`src/rtl/mmio_pkg.sv`:
```
// mmio_pkg: shared constants for the MMIO UART/counter controller.
//   - MMIO_* : register offsets decoded on addr[7:0]
//   - STAT_* : bit positions inside the STATUS register
//   - pack_status() : assembles the STATUS word from its fields
package mmio_pkg;

    localparam logic [7:0] MMIO_STATUS  = 8'h00;
    localparam logic [7:0] MMIO_RX      = 8'h04;
    localparam logic [7:0] MMIO_TX      = 8'h08;
    localparam logic [7:0] MMIO_CYC_LO  = 8'h10;
    localparam logic [7:0] MMIO_INST_LO = 8'h14;
    localparam logic [7:0] MMIO_CNT_RST = 8'h18;
    localparam logic [7:0] MMIO_CYC_HI  = 8'h1C;
    localparam logic [7:0] MMIO_INST_HI = 8'h20;

    localparam int STAT_TX_NFULL   = 0;
    localparam int STAT_RX_NEMPTY  = 1;
    localparam int STAT_TX_DROP    = 2;
    localparam int STAT_RX_CNT_LSB = 8;
    localparam int STAT_TX_CNT_LSB = 16;

    function automatic logic [31:0] pack_status(
        input logic       tx_nfull,
        input logic       rx_nempty,
        input logic       drop,
        input logic [7:0] rx_cnt,
        input logic [7:0] tx_cnt
    );
        logic [31:0] s;
        s = 32'h0000_0000;
        s[STAT_TX_NFULL]             = tx_nfull;
        s[STAT_RX_NEMPTY]            = rx_nempty;
        s[STAT_TX_DROP]              = drop;
        s[STAT_RX_CNT_LSB +: 8]      = rx_cnt;
        s[STAT_TX_CNT_LSB +: 8]      = tx_cnt;
        return s;
    endfunction

endpackage

```
`src/rtl/sync_fifo.sv`:
```
// sync_fifo: single-clock FIFO with combinational head output.
//   clk, rst_n      : clock, asynchronous active-low reset (empties the FIFO)
//   push, din       : write request and data; ignored while full
//   pop             : remove head; ignored while empty
//   dout            : current head, 0 while empty
//   full, empty     : status flags
//   count           : occupancy, $clog2(DEPTH)+1 bits
module sync_fifo #(
    parameter int WIDTH = 8,
    parameter int DEPTH = 8
) (
    input  logic                   clk,
    input  logic                   rst_n,
    input  logic                   push,
    input  logic                   pop,
    input  logic [WIDTH-1:0]       din,
    output logic [WIDTH-1:0]       dout,
    output logic                   full,
    output logic                   empty,
    output logic [$clog2(DEPTH):0] count
);

    localparam int AW = $clog2(DEPTH);

    logic [WIDTH-1:0] r_mem [DEPTH];
    logic [AW-1:0]    r_wr_ptr;
    logic [AW-1:0]    r_rd_ptr;
    logic [AW:0]      r_count;
    logic             w_do_push;
    logic             w_do_pop;

    assign full      = (r_count == (AW+1)'(DEPTH));
    assign empty     = (r_count == (AW+1)'(0));
    assign count     = r_count;
    assign w_do_push = push && !full;
    assign w_do_pop  = pop && !empty;
    // Head is forced to 0 when empty so the storage needs no reset.
    assign dout      = empty ? WIDTH'(0) : r_mem[r_rd_ptr];

    // Storage write port.
    always_ff @(posedge clk) begin
        if (w_do_push) begin
            r_mem[r_wr_ptr] <= din;
        end
    end

    // Pointers wrap naturally because DEPTH is a power of two.
    always_ff @(posedge clk or negedge rst_n) begin
        if (!rst_n) begin
            r_wr_ptr <= AW'(0);
            r_rd_ptr <= AW'(0);
        end else begin
            if (w_do_push) begin
                r_wr_ptr <= r_wr_ptr + AW'(1);
            end
            if (w_do_pop) begin
                r_rd_ptr <= r_rd_ptr + AW'(1);
            end
        end
    end

    // Occupancy tracking; simultaneous push and pop leaves it unchanged.
    always_ff @(posedge clk or negedge rst_n) begin
        if (!rst_n) begin
            r_count <= (AW+1)'(0);
        end else begin
            case ({w_do_push, w_do_pop})
                2'b10:   r_count <= r_count + (AW+1)'(1);
                2'b01:   r_count <= r_count - (AW+1)'(1);
                default: r_count <= r_count;
            endcase
        end
    end

endmodule

```
`src/rtl/mmio_uart_ctrl.sv`:
```
// mmio_uart_ctrl: memory-mapped I/O block beside the data memory.
//   clk, rst_n               : clock, asynchronous active-low reset
//   addr, wdata, we, re      : execute-stage access (full-word stores only)
//   rdata                    : registered read data, one-cycle latency
//   inst_retired             : one pulse per retired instruction
//   rx_data/rx_valid/rx_ready: byte stream from the UART receiver
//   tx_data/tx_valid/tx_ready: byte stream to the UART transmitter
// Contains the address decode, read mux, CYCLE/INSTRET counters and the
// sticky tx_drop flag; buffering lives in two sync_fifo instances.
module mmio_uart_ctrl
    import mmio_pkg::*;
#(
    parameter int          FIFO_DEPTH = 8,
    parameter int          CNT_WIDTH  = 32,
    parameter logic [31:0] IO_BASE    = 32'h8000_0000
) (
    input  logic        clk,
    input  logic        rst_n,
    input  logic [31:0] addr,
    input  logic [31:0] wdata,
    input  logic        we,
    input  logic        re,
    output logic [31:0] rdata,
    input  logic        inst_retired,
    input  logic [7:0]  rx_data,
    input  logic        rx_valid,
    output logic        rx_ready,
    output logic [7:0]  tx_data,
    output logic        tx_valid,
    input  logic        tx_ready
);

    localparam int CW = $clog2(FIFO_DEPTH) + 1;

    logic                 w_sel;
    logic [7:0]           w_off;
    logic                 w_rd;
    logic                 w_wr;
    logic                 w_rx_pop;
    logic                 w_tx_push;
    logic                 w_cnt_clr;
    logic                 w_drop_clr;
    logic [7:0]           w_rx_dout;
    logic                 w_rx_full;
    logic                 w_rx_empty;
    logic [CW-1:0]        w_rx_count;
    logic                 w_tx_full;
    logic                 w_tx_empty;
    logic [CW-1:0]        w_tx_count;
    logic [31:0]          w_cyc_hi;
    logic [31:0]          w_inst_hi;
    logic [31:0]          w_rdata_mux;
    logic                 w_unused;
    logic [CNT_WIDTH-1:0] r_cycle;
    logic [CNT_WIDTH-1:0] r_instret;
    logic                 r_tx_drop;
    logic [31:0]          r_rdata;

    assign w_sel      = (addr[31:28] == IO_BASE[31:28]);
    assign w_off      = addr[7:0];
    assign w_rd       = re && w_sel;
    assign w_wr       = we && w_sel;
    assign w_rx_pop   = w_rd && (w_off == MMIO_RX);
    assign w_tx_push  = w_wr && (w_off == MMIO_TX);
    assign w_cnt_clr  = w_wr && (w_off == MMIO_CNT_RST);
    assign w_drop_clr = w_wr && (w_off == MMIO_STATUS) && wdata[STAT_TX_DROP];
    assign w_unused   = ^{addr[27:8], wdata[31:8]};

    assign rx_ready = !w_rx_full;
    assign tx_valid = !w_tx_empty;
    assign rdata    = r_rdata;

    sync_fifo #(.WIDTH(8), .DEPTH(FIFO_DEPTH)) u_rx_fifo (
        .clk   (clk),
        .rst_n (rst_n),
        .push  (rx_valid),
        .pop   (w_rx_pop),
        .din   (rx_data),
        .dout  (w_rx_dout),
        .full  (w_rx_full),
        .empty (w_rx_empty),
        .count (w_rx_count)
    );

    sync_fifo #(.WIDTH(8), .DEPTH(FIFO_DEPTH)) u_tx_fifo (
        .clk   (clk),
        .rst_n (rst_n),
        .push  (w_tx_push),
        .pop   (tx_ready),
        .din   (wdata[7:0]),
        .dout  (tx_data),
        .full  (w_tx_full),
        .empty (w_tx_empty),
        .count (w_tx_count)
    );

    generate
        if (CNT_WIDTH > 32) begin : g_hi
            assign w_cyc_hi  = 32'(r_cycle[CNT_WIDTH-1:32]);
            assign w_inst_hi = 32'(r_instret[CNT_WIDTH-1:32]);
        end else begin : g_no_hi
            assign w_cyc_hi  = 32'h0000_0000;
            assign w_inst_hi = 32'h0000_0000;
        end
    endgenerate

    // Read mux; unmapped offsets and the write-only ones return 0.
    always_comb begin
        w_rdata_mux = 32'h0000_0000;
        case (w_off)
            MMIO_STATUS:  w_rdata_mux = pack_status(!w_tx_full, !w_rx_empty, r_tx_drop,
                                                    8'(w_rx_count), 8'(w_tx_count));
            MMIO_RX:      w_rdata_mux = {24'h00_0000, w_rx_dout};
            MMIO_CYC_LO:  w_rdata_mux = r_cycle[31:0];
            MMIO_INST_LO: w_rdata_mux = r_instret[31:0];
            MMIO_CYC_HI:  w_rdata_mux = w_cyc_hi;
            MMIO_INST_HI: w_rdata_mux = w_inst_hi;
            default:      w_rdata_mux = 32'h0000_0000;
        endcase
    end

    // Read data register: captured only on a selected load, held otherwise.
    always_ff @(posedge clk or negedge rst_n) begin
        if (!rst_n) begin
            r_rdata <= 32'h0000_0000;
        end else if (w_rd) begin
            r_rdata <= w_rdata_mux;
        end else begin
            r_rdata <= r_rdata;
        end
    end

    // Cycle and retired-instruction counters; a clear beats a same-cycle increment.
    always_ff @(posedge clk or negedge rst_n) begin
        if (!rst_n) begin
            r_cycle   <= CNT_WIDTH'(0);
            r_instret <= CNT_WIDTH'(0);
        end else if (w_cnt_clr) begin
            r_cycle   <= CNT_WIDTH'(0);
            r_instret <= CNT_WIDTH'(0);
        end else begin
            r_cycle   <= r_cycle + CNT_WIDTH'(1);
            r_instret <= r_instret + CNT_WIDTH'(inst_retired);
        end
    end

    // Sticky flag recording a TX store that found the FIFO full.
    always_ff @(posedge clk or negedge rst_n) begin
        if (!rst_n) begin
            r_tx_drop <= 1'b0;
        end else if (w_tx_push && w_tx_full) begin
            r_tx_drop <= 1'b1;
        end else if (w_drop_clr) begin
            r_tx_drop <= 1'b0;
        end else begin
            r_tx_drop <= r_tx_drop;
        end
    end

endmodule

```
`config.mk`:
```
export PLATFORM = sky130hd
export DESIGN_NAME = mmio_uart_ctrl
export DESIGN_NICKNAME = d
export VERILOG_FILES = /design/src/rtl/mmio_pkg.sv /design/src/rtl/sync_fifo.sv /design/src/rtl/mmio_uart_ctrl.sv
export SDC_FILE = /design/constraint.sdc
export NUM_CORES = 1
export LEC_CHECK = 0
export ABC_AREA = 1
export ABC_CLOCK_PERIOD_IN_PS = 2050
export BUFFER_PORTS_ARGS = -buffer_cell sky130_fd_sc_hd__buf_4
export CORE_ASPECT_RATIO = 1.1
export CORE_MARGIN = 3
export CORE_UTILIZATION = 34
export CTS_CLUSTER_SIZE = 28
export DETAILED_ROUTE_END_ITERATION = 8
export GPL_TIMING_DRIVEN = 1
export PLACE_DENSITY = 0.53
export SETUP_SLACK_MARGIN = 0.5
export SYNTH_ARGS = -nofsm -noshare
export SYNTH_HDL_FRONTEND = slang
export SYNTH_HIERARCHICAL = 1
export SYNTH_SLANG_ARGS = --single-unit
export TNS_END_PERCENT = 100
```
`constraint.sdc`:
```
create_clock -name clk -period 2.05 [get_ports clk]
set_input_delay 0.3075 -clock clk [delete_from_list [all_inputs] [get_ports clk]]
set_output_delay 0.3075 -clock clk [all_outputs]
set_load 0.01 [all_outputs]
```
Word level (Yosys, flattened, before mapping)
Memory sizes are Yosys's and may differ from the RTL's.
Cells that the tools add are included.
{"block": "op_classes", "addsub": 10, "n_mul": 0, "div_mod_pow": 0, "n_lt_le_gt_ge": 0, "eq_ne": 12, "shift": 0, "n_mux": 13, "bitwise_logic": 0, "n_reduce_logical": 22}
{"cell": "one-hot mux 32 bit (4 select lines)", "n": 1}
{"cell": "2-to-1 mux 32 bit", "n": 2}
{"cell": "adder 32 x 1 -> 32 bit", "n": 1}
{"cell": "adder 32 x 1 -> 32 bit (second input constant)", "n": 1}
{"cell": "== test 8 x 5 -> 1 bit (second input constant)", "n": 3}
{"cell": "2-to-1 mux 8 bit", "n": 2}
{"cell": "one-hot mux 4 bit (2 select lines)", "n": 2}
{"cell": "adder 3 x 1 -> 3 bit (second input constant)", "n": 4}
{"cell": "== test 4 bit (second input constant)", "n": 3}
{"cell": "logical AND 1 bit", "n": 12}
{"cell": "adder 4 x 1 -> 4 bit (second input constant)", "n": 2}
{"cell": "== test 8 x 3 -> 1 bit (second input constant)", "n": 1}
{"cell": "== test 8 x 4 -> 1 bit (second input constant)", "n": 1}
{"cell": "zero test 4 bit", "n": 2}
{"cell": "zero test 8 bit", "n": 1}
{"cell": "subtractor 4 x 1 -> 4 bit (second input constant)", "n": 2}
{"cell": "2-to-1 mux 1 bit", "n": 6}
{"cell": "nonzero test 2 bit", "n": 3}
{"cell": "== test 2 x 1 -> 1 bit (second input constant)", "n": 2}
{"cell": "== test 2 bit (second input constant)", "n": 2}
{"cell": "zero test 1 bit", "n": 4}
{"block": "totals", "register_bits": 117, "latch_bits": 0, "mem_bits_rw": 128, "rom_bits": 0, "in_bits": 79, "out_inout_bits": 42, "word_cells": 69, "n_memories": 2}
{"name": "u_rx_fifo.r_mem", "depth": 8, "width": 8, "read_ports": 1, "rd_ports_with_merged_regs": 0, "write_ports": 1, "line_no": "sync_fifo.sv:25", "source": "logic [WIDTH-1:0] r_mem [DEPTH];"}
{"name": "u_tx_fifo.r_mem", "depth": 8, "width": 8, "read_ports": 1, "rd_ports_with_merged_regs": 0, "write_ports": 1, "line_no": "sync_fifo.sv:25"}

Depth between registers and ports, before layout
Gate-level depths: netlist (run 1).
{"block": "logic_depth", "ltp_word": 6, "ltp_mapped": 15, "mapped_depth_nobuf": 15}

Hierarchy
The synthesis (run 1) kept the hierarchy.
{"mod": "sync_fifo", "instances": 2, "cells_per_inst": 268, "area_each_um2": 3099.2, "seq_area_each_um2": 2172.1}
{"mod": "mmio_uart_ctrl", "instances": 1, "cells_per_inst": 832, "area_each_um2": 5666.7, "seq_area_each_um2": 2427.3}

Worst setup path before layout (run 1)
OpenSTA, ideal clock, no wires.
{"block": "synth_path", "kind": "input-to-reg", "start": "input port addr[28]", "end": "register u_rx_fifo.r_count[2], in the netlist u_rx_fifo/count[2]", "setup_time_ps": 129, "arrival_ps": 1915, "required_time_ps": 1921, "path_slack_ps": 6, "stages": 13, "n_path_buf": 0, "path_cell_list": "nor2_1 > nand4_1 > nor4_1 > nand2_1 > inv_2 > ha_1 > nand2_1 > inv_1 > nor2_1 > ha_1 > a21oi_1 > xor2_1 > o21ai_0"}
{"block": "synth_via", "elab_chain_len": 6, "elab_cells_between_ends": 8, "classes_between": "eq/ne: 3; mux: 1; reduce/logical: 4"}
{"element": "start, declared", "line_no": "mmio_uart_ctrl.sv:19", "source": "input logic [31:0] addr,"}
{"element": "== test 4 bit (*)", "line_no": "mmio_uart_ctrl.sv:59", "source": "assign w_sel = (addr[31:28] == IO_BASE[31:28]);"}
{"element": "logical AND 1 bit (*)", "line_no": "mmio_uart_ctrl.sv:61", "source": "assign w_rd = re && w_sel;"}
{"element": "logical AND 1 bit (*)", "line_no": "mmio_uart_ctrl.sv:63", "source": "assign w_rx_pop = w_rd && (w_off == MMIO_RX);"}
{"element": "named net w_rx_pop", "line_no": "mmio_uart_ctrl.sv:39", "source": "logic w_rx_pop;"}
{"element": "logical AND 1 bit (*)", "line_no": "sync_fifo.sv:36", "source": "assign w_do_pop = pop && !empty;"}
{"element": "named net u_rx_fifo.w_do_pop", "line_no": "sync_fifo.sv:30", "source": "logic w_do_pop;"}
{"element": "== test 2 x 1 -> 1 bit / == test 2 bit (equally long branches)", "line_no": "sync_fifo.sv:67", "source": "case ({w_do_push, w_do_pop})"}
{"element": "one-hot mux 4 bit (2 select lines) / nonzero test 2 bit (equally long branches)"}
{"element": "end signal, assigned", "line_no": "sync_fifo.sv:68", "source": "2'b10: r_count <= r_count + (AW+1)'(1);"}
{"element": "end signal, assigned", "line_no": "sync_fifo.sv:69", "source": "2'b01: r_count <= r_count - (AW+1)'(1);"}
{"element": "end signal, assigned", "line_no": "sync_fifo.sv:70", "source": "default: r_count <= r_count;"}
{"element": "end, declared", "line_no": "sync_fifo.sv:28", "source": "logic [AW:0] r_count;"}
Mark *: on every way through the listed nets, which the timed path passes. The rest lies on a longest branch.
A chain may end at the register's enable or synchronous reset.

Final worst setup path (run 1)
{"block": "layout_path", "start": "register u_tx_fifo.r_rd_ptr[0]", "end": "output port tx_data[2]"}
{"block": "layout_via", "elab_chain_len": 2}
{"element": "start, declared", "line_no": "sync_fifo.sv:27", "source": "logic [AW-1:0] r_rd_ptr;"}
{"element": "start signal, assigned", "line_no": "sync_fifo.sv:57", "source": "r_rd_ptr <= r_rd_ptr + AW'(1);"}
{"element": "memory (8 x 8 bit)"}
{"element": "2-to-1 mux 8 bit", "line_no": "sync_fifo.sv:38", "source": "assign dout = empty ? WIDTH'(0) : r_mem[r_rd_ptr];"}
{"element": "end, declared", "line_no": "mmio_uart_ctrl.sv:28", "source": "output logic [7:0] tx_data,"}
Every way passes these cells.

==> results of run 1 <==
report_power, final:
part	switching [mW]	internal [mW]
clock	2.00	2.85
sequential	0.508	5.72
combinational	2.61	2.14
synthesized netlist by cell type (all sizes together) (3+ instances only):
cell type,instances,area [sq um]
a21oi,20,103.9
buf,35,200.2
clkbuf,5,21.27
dfrtp,117,2928
edfxtp,128,3844
ha,13,162.7
inv,96,360.3
nand2,380,1469
nand3,88,445.4
nand4,3,18.77
nor2,297,1190
nor3,14,92.59
o211ai,16,120.1
o21ai,100,500.5
o22ai,24,150.1
xnor2,9,78.83
xor2,15,131.4
area by class of cell:
| type | instances | area [sq um] |
|---|---|---|
| fill | 3185 | 18050 |
| sequential | 245 | 6794 |
| multi-input combinational | 986 | 5368 |
| timing repair buffer | 210 | 2215 |
| clock buffer | 42 | 812.0 |
| tap | 438 | 548.0 |
| inverter | 97 | 402.9 |
| clock inverter | 8 | 80.08 |
| timing repair inverter | 2 | 18.77 |
metrics by stage:
| stage | setup slack (ns) | instance area [sq um] |
|---|---|---|
| 3_3_place_gp | -0.2206 | 13590 |
| 2_1_floorplan | 0.03616 | 12050 |
| 5_1_grt | -0.2409 | 16240 |
| 4_1_cts | -0.1372 | 15700 |
| 6_report | -0.1210 | 16240 |
| 3_5_place_dp | -0.2731 | 13590 |
layer usage:
metal | up-vias | track usage
met5 | - | 0
met4 | 0 | 0.04780
met3 | 45 | 0.02286
met2 | 208 | 0.2877
met1 | 4678 | 0.2497
li1 | 4890 | -
flip-flops by register name (all words and copies together) (netlist names), 4 cells and up:
signal and count:
r_instret 32, u_rx_fifo/r_mem 64, r_cycle 32, rdata 32, u_tx_fifo/r_mem 64, u_tx_fifo/count 4
u_rx_fifo/count 4
critical path, delay by kind of cell, from the launching register on:
family / cells / cell delay [ns]
AOI/OAI and AO/OA: 2 / 0.38
buffers and inverters: 2 / 0.31
DFF: 1 / 0.45
and+or+nand+nor: 2 / 0.17
logic make-up (layout without fill, tap and decap cells):
kind of cell | Yosys count | count (layout) | synth area share
AND/OR/NAND/NOR | 789 | 789 | 0.2748
flip-flops | 245 | 245 | 0.5707
AO/OA/AOI/OAI | 160 | 160 | 0.07371
buffers and inverters | 137 | 359 | 0.04935
XOR/XNOR | 24 | 24 | 0.01772
adder cells (fa/ha/maj) | 13 | 13 | 0.01371
how the worst max path moves through the flow:
| stage | depth (start not counted) | slack, ns | end | from |
|---|---|---|---|---|
| 2_1_floorplan | 13 | 0.04 | u_rx_fifo/count[2] | addr[28] |
| 3_3_place_gp | 14 | -0.22 | u_rx_fifo/count[2] | addr[28] |
| 3_5_place_dp | 14 | -0.27 | u_rx_fifo/count[2] | addr[28] |
| 4_1_cts | 7 | -0.14 | tx_data[3] | u_tx_fifo/r_rd_ptr[0] |
| 5_1_grt | 6 | -0.24 | tx_data[2] | u_tx_fifo/r_rd_ptr[0] |
| 6_report | 6 | -0.12 | tx_data[2] | u_tx_fifo/r_rd_ptr[0] |
what timing repair did:
action	4_1_cts	5_1_grt
endpoints found under the setup margin	158	186
gates cloned	9	2
buffers inserted	30	20
resized for setup	186	104
pin swaps	93	78
hold buffers	16	0
endpoints found under the hold margin	148	0
==> impl_metrics.yaml, run 1 <==
outcome:
  outcome: "finished with violations"
  violations: "setup timing"
hold_path:
  hold_path.class: "primary input to flip-flop"
  whs_path_depth: 1
  min_to: "u_tx_fifo/r_mem[4][2]"
  min_from: "wdata[2]"
clock_tree:
  htree_levels: 1
  cts_max_path_buffers: 3
  clkSinkCount: 245
  path_clk_slew_ns: 0.06
  clkLatencyLatePin_ns: 0.56
  cts_tree: "built"
  cts_buffers: 27
  root_buffer: "clkbuf_16"
critical_path:
  setup.reg_to_reg.worst_slack_ns: 0.13
  cp-end-kind: "output pin"
  crit_path_start_kind: "flip-flop"
  crit_fanout: 21
  timing.rr.start: "u_tx_fifo/count[1]"
  crit_type: "flip-flop to output pin"
  ff2ff_path_depth: 13
  cp_cell_sequence: "buf_12, o21ai_0, o22ai_2, nor2_1, nor2_1, buf_4"
  critPathMaxStageDelay_ns: 0.45
  critical_path_arrival_ns: 1.86
  worstPathRequired_ns: 1.74
  cpMaxStageDelayCell: "dfrtp_2"
  rr_endpoint: "u_tx_fifo/count[2]"
  cpMostUsedCell: "nor2_1"
yosys:
  synth_area_sq_um: 11870
  yosysWarningCount: 6
  synth_nets: 1460
  async_flop_share: 0.4776
  synth_edf_count: 128
  synth_cell_types: 36
  synth-seq-cells: 245
  synthFlopType: "edfxtp_1"
  ys_seq_area_frac: 0.5707
  avgSynthCellArea_sq_um: 8.673
  synthCells: 1368
global_routing:
  grt_antenna_before_repair: 0
  grt.overflow.total: 0
  grt_pass1_wl_mm: 52.49
  grt_max_degree: 54
  grt_pass1_vias: 9790
  gr-usage-all-layers: 0.1768
route:
  ant_nets: 0
  met3_length_mm: 1.509
  drc_errors: 0
  drt-total-wl_mm: 33.33
  vias: 9821
  wl_per_cell_um: 16.43
  wl_met2_mm: 15.43
  routed.top_layer: "met4"
  wirelength_met1_mm: 15.67
  first_pass_iters: 4
  drt-vias-per-instance: 4.843
  drt_iter0_markers: 675
layout:
  nets: 1661
  n_antenna_cell: 0
  instances_no_fill: 2028
  area.growth.synth_to_final_pct: 36.86
  utilization: 0.4735
  final_cell_mix: "nand2_1 (347), nor2_1 (212), buf_4 (130)"
  final_common_cell: "nand2_1"
  drive_gt1_frac: 0.2887
floorplan:
  io_pins: 121
  row_count: 71
  die_w_um: 184.1
  coreArea_sq_um: 34290
  die-area_sq_um: 37180
  start_util: 0.3460
  die_h_um: 201.9
timing:
  fin_crit_sh: 1.059
  setup_ws_ns: -0.1210
  setup_viol: 8
  holdWs_ns: 0.03449
  slew_headroom: 0.7049
  finalHoldViolations: 0
  grt_setup_unrepaired: "true"
  setup_tns_ns: -0.5820
  slew_viol_final: 0
  worstMarginPinSlew_ns: 0.4427
  max_freq_mhz: 460.6
  fin_crit_ns: 2.171
  skew_ns: 0.01618
placed_design:
  dp_hpwl_mm: 22.29
  io_buffers: 76
  dp.cells: 1901
  gp_congestion: 0.8637
pwr:
  max-vdd-ir-drop_uv: 571.4
  p_leak_nw: 6.975
  power_mw: 15.83
  pwr_density_cell_nw_per_um2: 974.7
flow_run:
  max_cap_viol_count: 0
Power figures use the tool's default switching activity.
==> inputs of run 2 (changes only) <==
--- a/config.mk
+++ b/config.mk
@@ -6,7 +6,7 @@
 export NUM_CORES = 1
 export LEC_CHECK = 0
 export ABC_AREA = 1
-export ABC_CLOCK_PERIOD_IN_PS = 2050
+export ABC_CLOCK_PERIOD_IN_PS = 1820
 export BUFFER_PORTS_ARGS = -buffer_cell sky130_fd_sc_hd__buf_4
 export CORE_ASPECT_RATIO = 1.1
 export CORE_MARGIN = 3
@@ -14,7 +14,7 @@
 export CTS_CLUSTER_SIZE = 28
 export DETAILED_ROUTE_END_ITERATION = 8
 export GPL_TIMING_DRIVEN = 1
-export PLACE_DENSITY = 0.53
+export PLACE_DENSITY = 0.55
 export SETUP_SLACK_MARGIN = 0.5
 export SYNTH_ARGS = -nofsm -noshare
 export SYNTH_HDL_FRONTEND = slang
==> constraint.sdc (replaced) <==
create_clock -name clk -period 1.82 [get_ports clk]
set_input_delay 0.273 -clock clk [delete_from_list [all_inputs] [get_ports clk]]
set_output_delay 0.273 -clock clk [all_outputs]
set_load 0.01 [all_outputs]
==> impl_metrics.yaml, run 2 (synthesis gave the netlist of run 1 again) <==
critical_path:
  cpMaxStageDelayCell: "dfrtp_2"
  crit_path_start_kind: "flip-flop"
  critical_path_arrival_ns: 1.83
  cp_cell_sequence: "buf_12, o21ai_0, o211ai_1, nand2_1, nor2_2, buf_6"
  critPathMaxStageDelay_ns: 0.44
  cp-end-kind: "output pin"
  worstPathRequired_ns: 1.55
  crit_fanout: 24
  critical_path_buf_inv_count: 2
  crit_type: "flip-flop to output pin"
  path_delay_family: "flip-flops"
timing:
  worstMarginPinSlew_ns: 0.4167
  setup_ws_ns: -0.2809
  slew_viol_final: 0
  finalHoldViolations: 0
  holdWs_ns: 0.1061
  setup_tns_ns: -2.128
  grt_setup_unrepaired: "true"
  fin_crit_sh: 1.154
  setup_viol: 9
  skew_ns: 0.009362
  slew_headroom: 0.7222
  max_freq_mhz: 476.0
  fin_crit_ns: 2.101
layout:
  final_cell_mix: "nand2_1 (301), buf_4 (182), nor2_1 (161)"
  reg_top3: "u_rx_fifo/r_mem (64), u_tx_fifo/r_mem (64)"
  final_common_cell: "nand2_1"
  drive_gt1_frac: 0.3882
  instances_no_fill: 2089
  area.growth.synth_to_final_pct: 45.27
  n_antenna_cell: 0
  nets: 1723
floorplan:
  die_h_um: 201.9
  start_util: 0.3460
  row_count: 71
  die_w_um: 184.1
  coreArea_sq_um: 34290
  io_pins: 121
  die-area_sq_um: 37180
pwr:
  max-vdd-ir-drop_uv: 847.8
  pwr_density_cell_nw_per_um2: 1064
  p_leak_nw: 7.411
outcome:
  outcome: "finished with violations"
  violations: "setup timing"
global_routing:
  gr-usage-all-layers: 0.1754
  grt.overflow.total: 0
  grt_pass1_vias: 9991
  grt_antenna_before_repair: 0
  grt_max_degree: 38
  grt_pass1_wl_mm: 52.43
clock_tree:
  cts_buffers: 27
  clkLatencyLatePin_ns: 0.55
  root_buffer: "clkbuf_16"
  clkSinkCount: 245
  cts_max_path_buffers: 3
  cts_tree: "built"
  path_clk_slew_ns: 0.06
  htree_levels: 1
route:
  drt_iter0_markers: 626
  drt-total-wl_mm: 34.35
  vias: 10292
  wl_per_cell_um: 16.44
  ant_nets: 0
  drt-vias-per-instance: 4.927
  first_pass_iters: 5
  drc_errors: 0
placed_design:
  dp_hpwl_mm: 22.54
  io_buffers: 76
  dp.cells: 1924
  gp_congestion: 0.8778
hold_path:
  hold_path.class: "primary input to flip-flop"
flow_run:
  max_cap_viol_count: 0
## run 2: changes by cell type in the layout (fill, tap and decap cells not counted), sizes merged
cell         change
bufinv           -1
dlygate4sd3      +1
clkinvlp         -1
clkinv           -3
inv              +1
buf             +61
clkbuf           +3
## run 2: cell type report
type / instances / area (sq um)
multi-input combinational: 986 / 5926
timing repair buffer: 272 / 2653
timing repair inverter: 2 / 17.52
clock inverter: 4 / 35.03
inverter: 97 / 414.1
tap: 438 / 548.0
clock buffer: 45 / 834.6
sequential: 245 / 6809
fill: 3107 / 17050
## run 2: worst min-delay path, delay by kind of cell
| kind | cells | cell delay, ns |
|---|---|---|
| adders and majority gates | 1 | 0.12 |
| and+or+nand+nor | 1 | 0.08 |
| buffers and inverters | 2 | 0.14 |
## run 2: path summary, 6_finish.rpt
kind	start	end	slack, ns	cells past startpoint
max	u_tx_fifo/r_rd_ptr[0]	tx_data[2]	-0.28	6
min	inst_retired	r_instret[0]	0.11	4
max reg2reg	u_rx_fifo/count[1]	u_rx_fifo/count[2]	0	11
min reg2reg	rdata[30]	rdata[30]	0.48	2
max in group asynchronous	rst_n	r_instret[11]	1.00	3
min in group asynchronous	rst_n	rdata[30]	0.20	2
## run 2: stage by stage
| stage | setup slack, ns | util | area (sq um) | power [mW] |
|---|---|---|---|---|
| 3_3_place_gp | -0.3838 | 0.4050 | 13890 | 11.18 |
| 5_1_grt | -0.4297 | 0.5027 | 17240 | 19.28 |
| 6_report | -0.2809 | 0.5027 | 17240 | 18.33 |
| 4_1_cts | -0.3193 | 0.4584 | 15720 | 17.30 |
| 3_5_place_dp | -0.4287 | 0.4050 | 13890 | 11.22 |
| 2_1_floorplan | -0.1593 | - | 12190 | 9.545 |
## run 2: repair_timing
item                                   CTS  global route
gates resized for setup                160           277
endpoints found under the hold margin  153             0
setup endpoints to repair              237           245
hold buffers                            17             0
pin swaps                               84           134
gates cloned                             5             2
setup buffers                           19            73
## run 2: where the power goes
| group | leakage, nW | internal, mW | total [mW] | switching, mW |
|---|---|---|---|---|
| clock network | 0.429 | 3.12 | 5.31 | 2.18 |
| logic | 4.41 | 2.74 | 6.01 | 3.27 |
| registers | 2.58 | 6.44 | 7.02 | 0.582 |
| total | 7.41 | 12.3 | 18.3 | 6.03 |
## run 2: routing by layer
layer | part of all wire | GRT usage | up-vias
met5 | 0 | 0 | -
met4 | 0.021 | 0.04564 | 0
met3 | 0.048 | 0.02304 | 55
met2 | 0.48 | 0.2890 | 260
met1 | 0.45 | 0.2451 | 4956
li1 | - | - | 5021
==> inputs of run 3 (changes only) <==
--- a/config.mk
+++ b/config.mk
@@ -6,7 +6,7 @@
 export NUM_CORES = 1
 export LEC_CHECK = 0
 export ABC_AREA = 1
-export ABC_CLOCK_PERIOD_IN_PS = 1820
+export ABC_CLOCK_PERIOD_IN_PS = 1870
 export BUFFER_PORTS_ARGS = -buffer_cell sky130_fd_sc_hd__buf_4
 export CORE_ASPECT_RATIO = 1.1
 export CORE_MARGIN = 3
@@ -16,6 +16,7 @@
 export GPL_TIMING_DRIVEN = 1
 export PLACE_DENSITY = 0.55
 export SETUP_SLACK_MARGIN = 0.5
+export SKIP_CTS_REPAIR_TIMING = 1
 export SYNTH_ARGS = -nofsm -noshare
 export SYNTH_HDL_FRONTEND = slang
 export SYNTH_HIERARCHICAL = 1
==> constraint.sdc (replaced) <==
create_clock -name clk -period 1.87 [get_ports clk]
set_input_delay 0.2805 -clock clk [delete_from_list [all_inputs] [get_ports clk]]
set_output_delay 0.2805 -clock clk [all_outputs]
set_load 0.01 [all_outputs]
==> impl_metrics.yaml, run 3 (synthesis gave the netlist of run 1 again) <==
critical_path:
  timing.rr.start: "u_tx_fifo/count[3]"
  worstPathRequired_ns: 1.59
  crit_type: "flip-flop to output pin"
  ff2ff_path_depth: 11
  critical_path_arrival_ns: 1.90
  rr_endpoint: "u_tx_fifo/count[2]"
  crit_path_start_kind: "flip-flop"
  cpMaxStageDelayCell: "dfrtp_2"
  setup.reg_to_reg.worst_slack_ns: 0.01
  critPathMaxStageDelay_ns: 0.47
  cp-end-kind: "output pin"
  critical_path_buf_inv_count: 2
  cpMostUsedCell: "nor2_1"
  path_delay_family: "flip-flops"
  crit_fanout: 15
  cp_cell_sequence: "buf_8, o21ai_0, o22ai_2, nor2_1, nor2_1, buf_4"
layout:
  final_common_cell: "nand2_1"
  nets: 1718
  final_cell_mix: "nand2_1 (303), nor2_1 (175), buf_4 (160)"
  drive_gt1_frac: 0.3807
  reg_top3: "u_rx_fifo/r_mem (64), u_tx_fifo/r_mem (64)"
  area.growth.synth_to_final_pct: 44.10
  n_antenna_cell: 0
  utilization: 0.4986
timing:
  finalHoldViolations: 0
  slew_viol_final: 0
  fin_crit_ns: 2.179
  max_freq_mhz: 458.8
  skew_ns: 0.01189
  holdWs_ns: 0.03204
  setup_ws_ns: -0.3095
  setup_viol: 8
  grt_setup_unrepaired: "true"
  slew_headroom: 0.6119
  fin_crit_sh: 1.165
  worstMarginPinSlew_ns: 0.5822
global_routing:
  grt_pass1_wl_mm: 50.29
  grt_pass1_vias: 9286
  grt_antenna_before_repair: 0
  grt_max_degree: 39
  gr-usage-all-layers: 0.1680
  grt.overflow.total: 0
route:
  drt-vias-per-instance: 4.879
  wl_per_cell_um: 16.11
  ant_nets: 0
  vias: 10173
  drt-total-wl_mm: 33.58
  drc_errors: 0
  first_pass_iters: 5
  drt_iter0_markers: 625
outcome:
  outcome: "finished with violations"
  violations: "setup timing"
flow_run:
  max_cap_viol_count: 0
floorplan:
  die-area_sq_um: 37180
  die_w_um: 184.1
  coreArea_sq_um: 34290
  row_count: 71
  die_h_um: 201.9
  start_util: 0.3460
  io_pins: 121
placed_design:
  io_buffers: 76
  dp_hpwl_mm: 22.48
  pre_cts_slack_ns: -0.4381
  gp_congestion: 0.8747
hold_path:
  whs_path_depth: 3
  min_to: "u_tx_fifo/r_rd_ptr[0]"
  hold_path.class: "primary input to flip-flop"
  min_from: "tx_ready"
pwr:
  p_leak_nw: 7.366
  max-vdd-ir-drop_uv: 684.5
  pwr_density_cell_nw_per_um2: 1056
clock_tree:
  cts_buffers: 28
  cts_max_path_buffers: 3
  root_buffer: "clkbuf_16"
  path_clk_slew_ns: 0.06
  clkSinkCount: 245
  cts_tree: "built"
  clkLatencyLatePin_ns: 0.56
  htree_levels: 1
## run 3: changes by cell type in the layout (fill, tap and decap cells not counted), moves of 5 or more
| cell | previous run | this run |
|---|---|---|
| o22ai_1 | 18 | 12 |
| nor2_4 | 74 | 62 |
| buf_12 | 25 | 20 |
| clkbuf_1 | 10 | 4 |
| o21ai_2 | 17 | 24 |
| nor2_1 | 161 | 175 |
| clkbuf_8 | 7 | 2 |
| clkinv_2 | 4 | 11 |
| o22ai_2 | 6 | 12 |
| buf_4 | 182 | 160 |
| buf_6 | 40 | 62 |
## run 3: final cells by class
cell class,instances,area [sq um]
fill,3103,17190
sequential,245,6808
multi-input combinational,986,5816
timing repair buffer,267,2640
clock buffer,34,743.2
tap,438,548.0
inverter,97,397.9
clock inverter,17,138.9
timing repair inverter,1,6.256
## run 3: worst reg2reg max path: stages, from the launching register on
cell and delay [ns]:
dfrtp_2 0.46, nor2_2 0.13, nand2_2 0.10, nand2_2 0.12
inv_4 0.06, ha_4 0.18, nor2_4 0.10, nor2_4 0.06
ha_4 0.15, a21oi_2 0.12, xor2_1 0.17, o21ai_1 0.09
## run 3: stage by stage
| stage | setup TNS (ns) | area [sq um] | std cells | power [mW] |
|---|---|---|---|---|
| after global routing | -3.404 | 17100 | 2085 | 19.02 |
| after detailed placement | -14.52 | 13810 | 1925 | 10.85 |
| after CTS | -3.561 | 14690 | 1976 | 16.09 |
| after global placement | -12.40 | 13810 | 1925 | 10.80 |
| after floorplan | -0.1421 | 12110 | 1368 | 9.183 |
| final | -2.225 | 17100 | 2085 | 18.06 |
## run 3: worst max-delay path by stage
stage	depth (start not counted)	startpoint	endpoint
detailed placement	15	addr[28]	u_rx_fifo/count[2]
global route	7	u_tx_fifo/r_rd_ptr[0]	tx_data[7]
finish	6	u_tx_fifo/r_rd_ptr[0]	tx_data[7]
CTS	6	u_tx_fifo/r_rd_ptr[0]	tx_data[6]
global placement	15	addr[28]	u_rx_fifo/count[2]
floorplan	13	addr[28]	u_rx_fifo/count[2]
## run 3: layer usage
layer,share of wire,global-route usage
met5,0,0
met3,0.043,0.02268
met1,0.47,0.2461
met2,0.47,0.2651
met4,0.017,0.04051
## run 3: where the power goes
| group | internal [mW] | leakage (nW) | switching [mW] |
|---|---|---|---|
| sequential | 6.27 | 2.58 | 0.651 |
| combinational | 2.77 | 4.35 | 3.18 |
| clock | 2.98 | 0.442 | 2.21 |
| total | 12.0 | 7.37 | 6.04 |
